==> config.mk <==
export PLATFORM = sky130hd
export DESIGN_NAME = fetch_stage
export DESIGN_NICKNAME = d
export VERILOG_FILES = /design/src/rtl/fetch_stage.sv
export SDC_FILE = /design/constraint.sdc
export NUM_CORES = 1
export LEC_CHECK = 0
export CORE_AREA = 4 4 139 141
export DETAILED_ROUTE_END_ITERATION = 10
export DIE_AREA = 0 0 143 145
export GPL_TIMING_DRIVEN = 0
export SLEW_MARGIN = 20
export SYNTH_ARGS = -nofsm -noshare
export SYNTH_HDL_FRONTEND = slang
export SYNTH_SLANG_ARGS = --single-unit
==> constraint.sdc <==
create_clock -name CLK -period 2 [get_ports CLK]
set_input_delay 0.6 -clock CLK [delete_from_list [all_inputs] [get_ports CLK]]
set_output_delay 0.6 -clock CLK [all_outputs]
set_load 0.01 [all_outputs]
==> src/rtl/fetch_stage.sv <==
// fetch_stage
// Instruction fetch stage and IF/ID pipeline register of the pipelined MIPS
// datapath. It owns the PC and issues word reads to instruction memory with
// an ihit handshake. Each fetched word is presented to decode together with
// its PC+4. The stage also handles hazard stalls, taken-branch/jump redirects
// from EX (squashing a fetch that is still in flight), and a sticky halt.
//
// Ports:
//   CLK          clock; all state updates on the rising edge
//   nRST         asynchronous active-low reset
//   iREN         instruction read request (low only once halted)
//   imemaddr     instruction address, always equal to pc
//   ihit         memory returns imemload for imemaddr this cycle
//   imemload     instruction word from memory
//   stall        hazard unit request to hold IF/ID and pc
//   redirect     EX resolved a taken branch/jump/JR
//   redirect_pc  redirect target (low two bits ignored)
//   halt_in      decode sees HALT in a valid IF/ID entry
//   instr        IF/ID instruction
//   npc          IF/ID PC+4
//   valid        IF/ID holds a real instruction
//   halted       processor halted (sticky until reset)

module fetch_stage #(
   parameter logic [31:0] PC_INIT = 32'h0000_0000
) (
   input  logic        CLK,
   input  logic        nRST,
   output logic        iREN,
   output logic [31:0] imemaddr,
   input  logic        ihit,
   input  logic [31:0] imemload,
   input  logic        stall,
   input  logic        redirect,
   input  logic [31:0] redirect_pc,
   input  logic        halt_in,
   output logic [31:0] instr,
   output logic [31:0] npc,
   output logic        valid,
   output logic        halted
);

   localparam logic [1:0] FETCH  = 2'd0;
   localparam logic [1:0] SQUASH = 2'd1;
   localparam logic [1:0] HALTED = 2'd2;

   logic [1:0]  state, state_n;
   logic [31:0] pc, pc_n;
   logic [31:0] target, target_n;
   logic [31:0] instr_n, npc_n;
   logic        valid_n;
   logic [31:0] aligned_pc;
   logic [31:0] pc_plus4;

   assign aligned_pc = {redirect_pc[31:2], 2'b00};
   assign pc_plus4   = pc + 32'd4;

   assign imemaddr = pc;
   assign iREN     = (state == FETCH) || (state == SQUASH);
   assign halted   = (state == HALTED);

   // Next-state logic. In FETCH a redirect outranks halt and stall, because
   // both of those refer to an instruction on the wrong path. A redirect that
   // arrives without ihit cannot move pc yet, since the memory is still
   // answering the old address. The target is parked and the SQUASH state
   // throws away that answer when it finally comes back.
   always_comb begin
      state_n  = state;
      pc_n     = pc;
      target_n = target;
      instr_n  = instr;
      npc_n    = npc;
      valid_n  = valid;
      case (state)
         FETCH: begin
            if (redirect) begin
               valid_n = 1'b0;
               if (ihit) begin
                  pc_n = aligned_pc;
               end else begin
                  target_n = aligned_pc;
                  state_n  = SQUASH;
               end
            end else if (halt_in) begin
               valid_n = 1'b0;
               state_n = HALTED;
            end else if (stall) begin
               valid_n = valid;
            end else if (ihit) begin
               instr_n = imemload;
               npc_n   = pc_plus4;
               valid_n = 1'b1;
               pc_n    = pc_plus4;
            end else begin
               valid_n = 1'b0;
            end
         end
         SQUASH: begin
            valid_n = 1'b0;
            if (redirect) begin
               target_n = aligned_pc;
               if (ihit) begin
                  pc_n    = aligned_pc;
                  state_n = FETCH;
               end
            end else if (ihit) begin
               pc_n    = target;
               state_n = FETCH;
            end
         end
         HALTED: begin
            valid_n = 1'b0;
         end
         default: begin
            valid_n = 1'b0;
            state_n = FETCH;
         end
      endcase
   end

   // State registers. Reset is asynchronous, so a pending squash target is
   // dropped immediately and fetching restarts from PC_INIT.
   always_ff @(posedge CLK or negedge nRST) begin
      if (!nRST) begin
         state  <= FETCH;
         pc     <= PC_INIT;
         target <= 32'd0;
         instr  <= 32'd0;
         npc    <= 32'd0;
         valid  <= 1'b0;
      end else begin
         state  <= state_n;
         pc     <= pc_n;
         target <= target_n;
         instr  <= instr_n;
         npc    <= npc_n;
         valid  <= valid_n;
      end
   end

endmodule

# After elaboration in Yosys (flattened, before gate mapping)
# Cells that the tools add are included.
# Widths: inputs -> output; s select.
[classes] addsub=1 multipliers=0 div=0 magnitude_cmp=0 eq_ne=13 n_shift=0 n_mux=22 bitwise_logic=4 n_reduce_logical=7
[ops] cell="$mux 32" n=10
[ops] cell="$pmux 32 s2" n=2
[ops] cell="$add 32x3->32 const B" n=1
[ops] cell="$ne 3x3->1 const B" n=6
[ops] cell="$reduce_and 5->1" n=2
[ops] cell="$mux 2" n=4
[ops] cell="$ne 2x2->1 const B" n=4
[ops] cell="$reduce_and 4->1" n=2
[ops] cell="$pmux 2 s3" n=1
[ops] cell="$mux 1" n=5
[ops] cell="$ne 4x4->1 const B" n=1
[ops] cell="$not 1->1" n=4
[ops] cell="$eq 2x1->1 const B" n=1
[ops] cell="$eq 2x2->1 const B" n=1
[ops] cell="$logic_not 2->1" n=1
[ops] cell="$reduce_bool 2->1" n=1
[ops] cell="$logic_or 1x1->1" n=1
[word_totals] regBits=131 latchBits=0 mem_bits_rw=0 rom_bits=0 output_inout_bits=99 mem_count=0

# Depth between registers and ports, before layout
# Gate-level depths: netlist (run 1).
[logic_depth] ltp_word=6 mapped_depth=7 depth_no_buf=6

# Worst setup path before layout (run 1)
# No wires, ideal clock.
[synth_timing] path_kind="register -> register" start="register pc[2] (netlist: imemaddr[2])" end="register pc[28] (netlist: imemaddr[28])" setup_ns=0.082 arrival_ns=1.911 t_required_ns=1.918 setup_slack_ns=0.007 path_stages_with_launch=7 path_buffers=0 synth_period_minus_slack_ns=1.993 cell_sequence="dfrtp_1 ha_1 nand4_1 nor4_2 nand3_1 o31a_1 o22ai_1"
[synth_between] elab_chain_len=6
[synth_rtl] element="start, declared" line_no="48" rtl="logic [31:0] pc, pc_n;"
[synth_rtl] element="start signal, assigned" line_no="133" rtl="pc <= pc_n;"
[synth_rtl] element="$add 32x3->32" line_no="56" rtl="assign pc_plus4 = pc + 32'd4;"
[synth_rtl] element="$mux 32" line_no="89" rtl="end else if (ihit) begin"
[synth_rtl] element="$mux 32" line_no="87" rtl="end else if (stall) begin"
[synth_rtl] element="$mux 32" line_no="84" rtl="end else if (halt_in) begin"
[synth_rtl] element="$mux 32" line_no="76" rtl="if (redirect) begin"
[synth_rtl] element="$pmux 32 s2" line_no="74" rtl="case (state)"
# No other way between the ends. The select of a mux whose other input is x is not followed.
# A chain may end at the register's enable or synchronous reset.

# Final worst setup path (run 1)
[layout_timing] start="register pc[22] (netlist: imemaddr[22])" end="register pc[31] (netlist: imemaddr[31])"
# The elaborated chain is that of the path after synthesis.

==> parameters.txt, run 1 <==
Parameter                              Value

Outcome
  Run status    finished with violations
  Failing checks    negative setup slack

Route
  Via count    5,488
  Remaining DRCs    0
  Ratio of routed vias to standard cells    5.29
  Total routed wirelength    20,400 um
  DR iter-0 viols    388
  Antenna viol nets, final    0
  Wire length per cell    19.6 um
  Number of iterations in the first detailed-routing pass    5

Worst setup path
  Startpoint Class    register
  Required time worst endpoint    2.31 ns
  Element type at the critical path end    register
  Register-to-register setup slack    -0.02 ns
  Crit path arrival time    2.32 ns
  Crit Path Class    register to register
  Peak fanout along the critical path    3

Layout
  Post-Route Utilization    51.9%
  Proportion of layout cells with a drive suffix above 1    26.5%
  Area Growth Syn to Fin    49.6%
  Number of fillers in the final layout    1,595
  Area occupied by registers    3250 um2
  Cell area after layout    9330 um2
  Multi-input gate area    2940 um2
  Count of inserted antenna diode cells    0
  Number of nets in the finished design    867
  Non-filler instance count after layout    1,038

Place
  Post-DP HPWL    14,200 um
  Placed instance count    976
  Area after DPL    8210 um2
  PortBufs    165
  Final weighted congestion in routability-driven placement    0.816

Logic synthesis
  Register area share after synthesis    51.7%
  Synth Flop Type    dfrtp_1
  Distinct cells, synth    49
  Count of flip-flops with a built-in enable after synthesis    0
  Cell area after synthesis    6240 um2
  Post-Synthesis Mean Instance Area    10.7 um2
  Area fraction of the dominant cell type after synthesis    51.7%
  Number of synthesized register bits    129
  Most frequent cells after synthesis    dfrtp_1, mux2_2, o21ai_0, nand2_1, nor2_1
  Yosys synthesis warning count    0
  Leading post-synthesis cells by cell area    dfrtp_1, mux2_2, o21ai_0
  Library cell occupying the most area in the post-synthesis netlist    dfrtp_1
  Async set or reset register ratio after synthesis    100%
  Nets in the synthesized netlist    652
  Gate count after technology mapping    581
  Cell with the most instances after synthesis    dfrtp_1

CTS
  H-tree level count    4
  Buffer cell driving the clock tree root    clkbuf_16
  Total CTS buffers    17
  Clock slew seen by the registers of the worst setup and hold paths    0.06 ns
  Worst-skew pair later-pin latency    0.42 ns
  Maximum number of buffers from clock root to sink    2
  CTS tree    yes
  Number of buffers added to fix hold violations after cts    0
  Total number of clock tree sinks    129

Global route
  GRT Overall Usage    20.0%
  Fraction of met1 tracks used by global routing    24.3%
  Met3 Usage GRT    7.50%
  Vias in the first global route    5,981
  Antenna violations before repair    1
  Met2 track demand over resource    32.8%
  First-pass GRT wire length    32,500 um
  GRT busiest layer    met2
  Maximum number of pins on one net before global-route repair    88
  Gr ovfl total    0

Timing
  Headroom to the max-slew limit    56.2%
  Worst setup margin    -0.0170 ns
  Final setup violation count    1
  Part of the cycle the worst path needs    101%
  Max Clock Skew    0.0103 ns
  Worst-margin pin slew    0.650 ns
  Highest clock frequency the design can meet    496 MHz
  Post-layout min period    2.02 ns
  Setup repair after global routing missed its margin    yes
  Final Hold Fails    0
  Fin. max-slew vios    0

Die
  Floorplan die width    143 um
  Core Area    18,000 um2
  Effective utilization at floorplan    34.7%
  Die Y    145 um
  Count of boundary I/O pins    169
  Row Count    49
  Die Outline Area    20,700 um2

Power and ir drop
  Share of power burned in registers    35.9%
  Internal    8110 uW
  Comb power frac    35.1%
  Fraction of power consumed by the clock network    28.9%
  Net Switching    3730 uW
  Leakage    0.00404 uW
  Largest vdd supply drop    0.706 mV
  Power density of the placed cells    1270 nW/um2
  Switching power share of the total    31.5%

Job
  Number of max-cap violations    0

Min path
  Class of the worst hold path    input port to asynchronous set/reset pin
==> power groups by stage <==
stage	clock (uW)	combinational [uW]	sequential, uW
after floorplan	0	1440	4500
after global placement	0	3710	4310
after detailed placement	0	3770	4370
after CTS	3480	4090	4230
after global routing	3610	4520	4380
final	3430	4160	4260
==> area by class of cell <==
| type | instances | area share [%] |
|---|---|---|
| Buffer | 39 | 2.55 |
| Clock buffer | 18 | 4.71 |
| Clock inverter | 14 | 2.28 |
| Inverter | 11 | 0.496 |
| Multi-Input combinational cell | 401 | 31.5 |
| Sequential cell | 129 | 34.9 |
| Tap cell | 229 | 3.07 |
| Timing Repair Buffer | 197 | 20.6 |
==> final timing paths <==
| check | to | cells after the start | startpoint |
|---|---|---|---|
| max | imemaddr[31] | 6 | imemaddr[22] |
| min | target[21] | 1 | nRST |
| max reg2reg | imemaddr[31] | 6 | imemaddr[22] |
| min reg2reg | npc[14] | 2 | npc[14] |
| max in group asynchronous | imemaddr[2] | 2 | nRST |
| min in group CLK | npc[14] | 2 | npc[14] |
==> metal layers <==
layer | routed length (um) | vias up
li1 | - | 2526
met3 | 1940 | 27
met5 | 13 | -
met4 | 367 | 2
met1 | 8230 | 2692
met2 | 9830 | 241
==> cell families after synthesis <==
kind of cell               synth area share (%)
AOI/OAI and AO/OA                          14.3
and+or+nand+nor                            11.2
DFF                                        51.7
muxes                                      15.2
buffers and inverters                      3.49
xor gates and xnor gates                   3.93
adders and majority gates                 0.201
==> flip-flops by register name, indices dropped and copies added (netlist names) <==
name	flops
valid	1
target	30
instr	32
imemaddr	32
state	2
npc	32
==> timing repair <==
item | in CTS | in global routing
gates resized for setup | 74 | 36
pin swaps | 6 | 2
setup endpoints to repair | 152 | 107
buffers inserted | 25 | 6
endpoints found under the hold margin | 0 | 0
==> critical path, cell delays in order (launching register included) <==
cell     delay, ns
dfrtp_2       0.39
buf_4         0.11
nand4_1       0.24
nor4_4        0.39
nand4_1       0.23
a21o_1        0.24
a211o_1       0.30
==> placed cells by master, fill, tap and decap left out, drive strengths merged, types with 18 or more instances in the layout <==
| cell type | synthesis | layout |
|---|---|---|
| mux2i | 18 | 18 |
| a21oi | 34 | 34 |
| dfrtp | 129 | 129 |
| nor2 | 40 | 40 |
| clkdlybuf4s50 | 0 | 142 |
| buf | 20 | 49 |
| nand2 | 47 | 47 |
| o21ai | 59 | 59 |
| mux2 | 68 | 68 |
| clkbuf | 20 | 42 |
==> metrics by stage <==
step / hold slack [ns] / total power, uW / TNS (ns) / worst slack, ns
final: 0.0711 / 11800 / -0.0170 / -0.0170
after global routing: 0.0876 / 12500 / -0.140 / -0.0578
after CTS: 0.0681 / 11800 / 0 / 0.00230
after detailed placement: 0.470 / 8140 / -81.35 / -0.986
after global placement: 0.469 / 8010 / -712.58 / -4.94
after floorplan: 0.304 / 5940 / 0 / 0.00706
Note: power is estimated with default switching activity, not from simulation.
==> inputs of run 2 (changes only) <==
Settings changed: CTS_BUF_LIST set to sky130_fd_sc_hd__clkbuf_8, CTS_CLUSTER_DIAMETER set to 120.
==> parameters.txt, run 2 (synthesized netlist as in run 1, its figures left out) <==
Parameter                              Value

Timing
  Max Clock Skew    0.0148 ns (+0.00458 ns)
  Fin. max-slew vios    0 (unchanged)
  Part of the cycle the worst path needs    100% (-0.38 points)
  Hold_ws    0.0375 ns (-0.0337 ns)
  Final Hold Fails    0 (unchanged)
  Post-layout min period    2.01 ns (-0.00754 ns)
  Worst setup margin    -0.00942 ns (+0.00754 ns)
  Worst-margin pin slew    0.637 ns (-0.0136 ns)
  Highest clock frequency the design can meet    498 MHz (+0.38%)
  Total Neg Setup Slack    -0.00942 ns (+0.00754 ns)
  Headroom to the max-slew limit    57.1% (+0.91 points)
  Final setup violation count    1 (unchanged)

Worst setup path
  Crit Reg-Reg Startpoint    imemaddr[22]
  Crit Path Class    register to register
  Peak fanout along the critical path    6 (+3)
  Bufs and invs on worst path    1 (unchanged)
  Library cell contributing the largest single delay on the critical path    dfrtp_2
  Element type at the critical path end    register
  Cells along the critical path    buf_6 > nand4_1 > nor4_4 > nand4_1 > a21o_1 > a211o_1
  Cell occurring most often along the worst timing path    nand4_1
  Required time worst endpoint    2.34 ns (+0.03 ns)
  Critical path's top delay family    simple AND/OR/NAND/NOR gates
  Startpoint Class    register
  Crit path arrival time    2.34 ns (+0.02 ns)
  Launching instance or port of the critical path    imemaddr[22]
  Largest stage delay on the critical path    0.39 ns (about the same)

Power and ir drop
  Largest vdd supply drop    0.639 mV (-9.4%)
  Net Switching    3610 uW (-3.4%)
  Power density of the placed cells    1170 nW/um2 (-7.6%)
  Switching power share of the total    33.1% (+1.6 points)
  Internal    7290 uW (-10%)
  Comb power frac    37.9% (+2.8 points)
  Leakage    0.00466 uW (+15%)
  Fraction of power consumed by the clock network    23.8% (-5.1 points)
  Share of power burned in registers    38.3% (+2.4 points)

Min path
  Class of the worst hold path    input port to asynchronous set/reset pin

CTS
  H-tree level count    4 (unchanged)
  CTS tree    yes
  Clock slew seen by the registers of the worst setup and hold paths    0.08 ns (+0.02 ns)
  Maximum number of buffers from clock root to sink    2 (unchanged)
  Total CTS buffers    17 (unchanged)
  Buffer cell driving the clock tree root    clkbuf_8
  Worst-skew pair later-pin latency    0.45 ns (+0.03 ns)
  Total number of clock tree sinks    129 (unchanged)

Route
  Total routed wirelength    20,300 um (-0.15%)
  Ratio of routed vias to standard cells    5.20 (-1.6%)
  DR iter-0 viols    399 (+2.8%)
  Via count    5,434 (-0.98%)
  Number of iterations in the first detailed-routing pass    5 (unchanged)
  Wire length per cell    19.5 um (-0.72%)
  Remaining DRCs    0 (unchanged)
  Antenna viol nets, final    0 (unchanged)

Outcome
  Run status    finished with violations
  Failing checks    negative setup slack

Layout
  Area Growth Syn to Fin    49.0%
  Number of nets in the finished design    873 (+0.69%)
  Leading cell types in the layout, fill and taps excluded    dfrtp_1, clkdlybuf4s50_1, mux2_2
  Non-filler instance count after layout    1,044 (+0.58%)
  Proportion of layout cells with a drive suffix above 1    26.9% (+0.42 points)
  Count of inserted antenna diode cells    0 (unchanged)
  Most common library cell in the layout ignoring fill and taps    dfrtp_1

Place
  PortBufs    165 (unchanged)
  Final weighted congestion in routability-driven placement    0.816 (unchanged)
  Placed instance count    976 (unchanged)
  Post-placement setup slack    -0.986 ns (unchanged)
  Post-DP HPWL    14,200 um (unchanged)

Global route
  First-pass GRT wire length    32,400 um (-0.51%)
  Vias in the first global route    5,977 (-0.067%)
  Gr ovfl total    0 (unchanged)
  GRT Overall Usage    19.9% (-0.086 points)
  Antenna violations before repair    1 (unchanged)
  Maximum number of pins on one net before global-route repair    88 (unchanged)

Job
  Number of max-cap violations    0 (unchanged)

Die
  Core Area    18,000 um2 (unchanged)
  Row Count    49 (unchanged)
  Die Outline Area    20,700 um2 (unchanged)
  Die Y    145 um (unchanged)
  Floorplan die width    143 um (unchanged)
  Count of boundary I/O pins    169 (unchanged)
  Effective utilization at floorplan    34.7% (unchanged)
[run 2: final timing paths]
| check | endpoint | slack (ns) | cells past startpoint |
|---|---|---|---|
| worst max-delay path | imemaddr[31] | -0.009 | 6 |
| worst max register to register | imemaddr[31] | -0.009 | 6 |
| worst min register to register | npc[14] | 0.48 | 2 |
| worst min-delay path | npc[19] | 0.04 | 1 |
| max in group asynchronous | imemaddr[2] | 1.19 | 2 |
| min in group CLK | npc[14] | 0.48 | 2 |
[run 2: final cells by class]
type | instances | area (um2)
plain buffers | 40 | 233
clock buffers | 18 | 248
clock inverters | 14 | 213
fillers | 1597 | 8670
inverters | 11 | 46.3
multi-input cells | 401 | 2940
flip-flops and latches | 129 | 3250
well taps | 229 | 287
repair buffers | 202 | 2080
[run 2: worst register-to-register path, cell delays in order, from the launching register on]
cell and delay, ns:
dfrtp_2 0.39, buf_6 0.12, nand4_1 0.23, nor4_4 0.39, nand4_1 0.23, a21o_1 0.23, a211o_1 0.30
[run 2: through the flow]
| stage | total power, uW | instance area (um2) | util [%] |
|---|---|---|---|
| floorplan | 5940 | 6240 | - |
| global placement | 8010 | 8180 | 45.5 |
| detailed placement | 8140 | 8210 | 45.7 |
| CTS | 11000 | 9010 | 50.2 |
| global route | 11600 | 9290 | 51.7 |
| finish | 10900 | 9290 | 51.7 |
[run 2: repair_timing]
action / 4_1_cts / 5_1_grt
hold buffers: 0 / 0
pin swaps: 6 / 4
gates cloned: 0 / 0
setup buffers: 29 / 7
endpoints found under the setup margin: 146 / 142
resized for setup: 79 / 89
[run 2: power groups by stage]
stage	Sequential, uW	Combinational [uW]	Clock [uW]
2_1_floorplan	4500	1440	0
3_3_place_gp	4310	3710	0
3_5_place_dp	4370	3770	0
4_1_cts	4180	4150	2640
5_1_grt	4300	4510	2770
6_report	4170	4130	2590
[run 2: per-layer routing]
metal	track usage (%)	share of wire (%)	up-vias
met2	32.8	49	203
met4	5.66	1.8	2
li1	-	-	2535
met5	0	0.064	-
met3	8.19	9.1	24
met1	23.9	40	2670
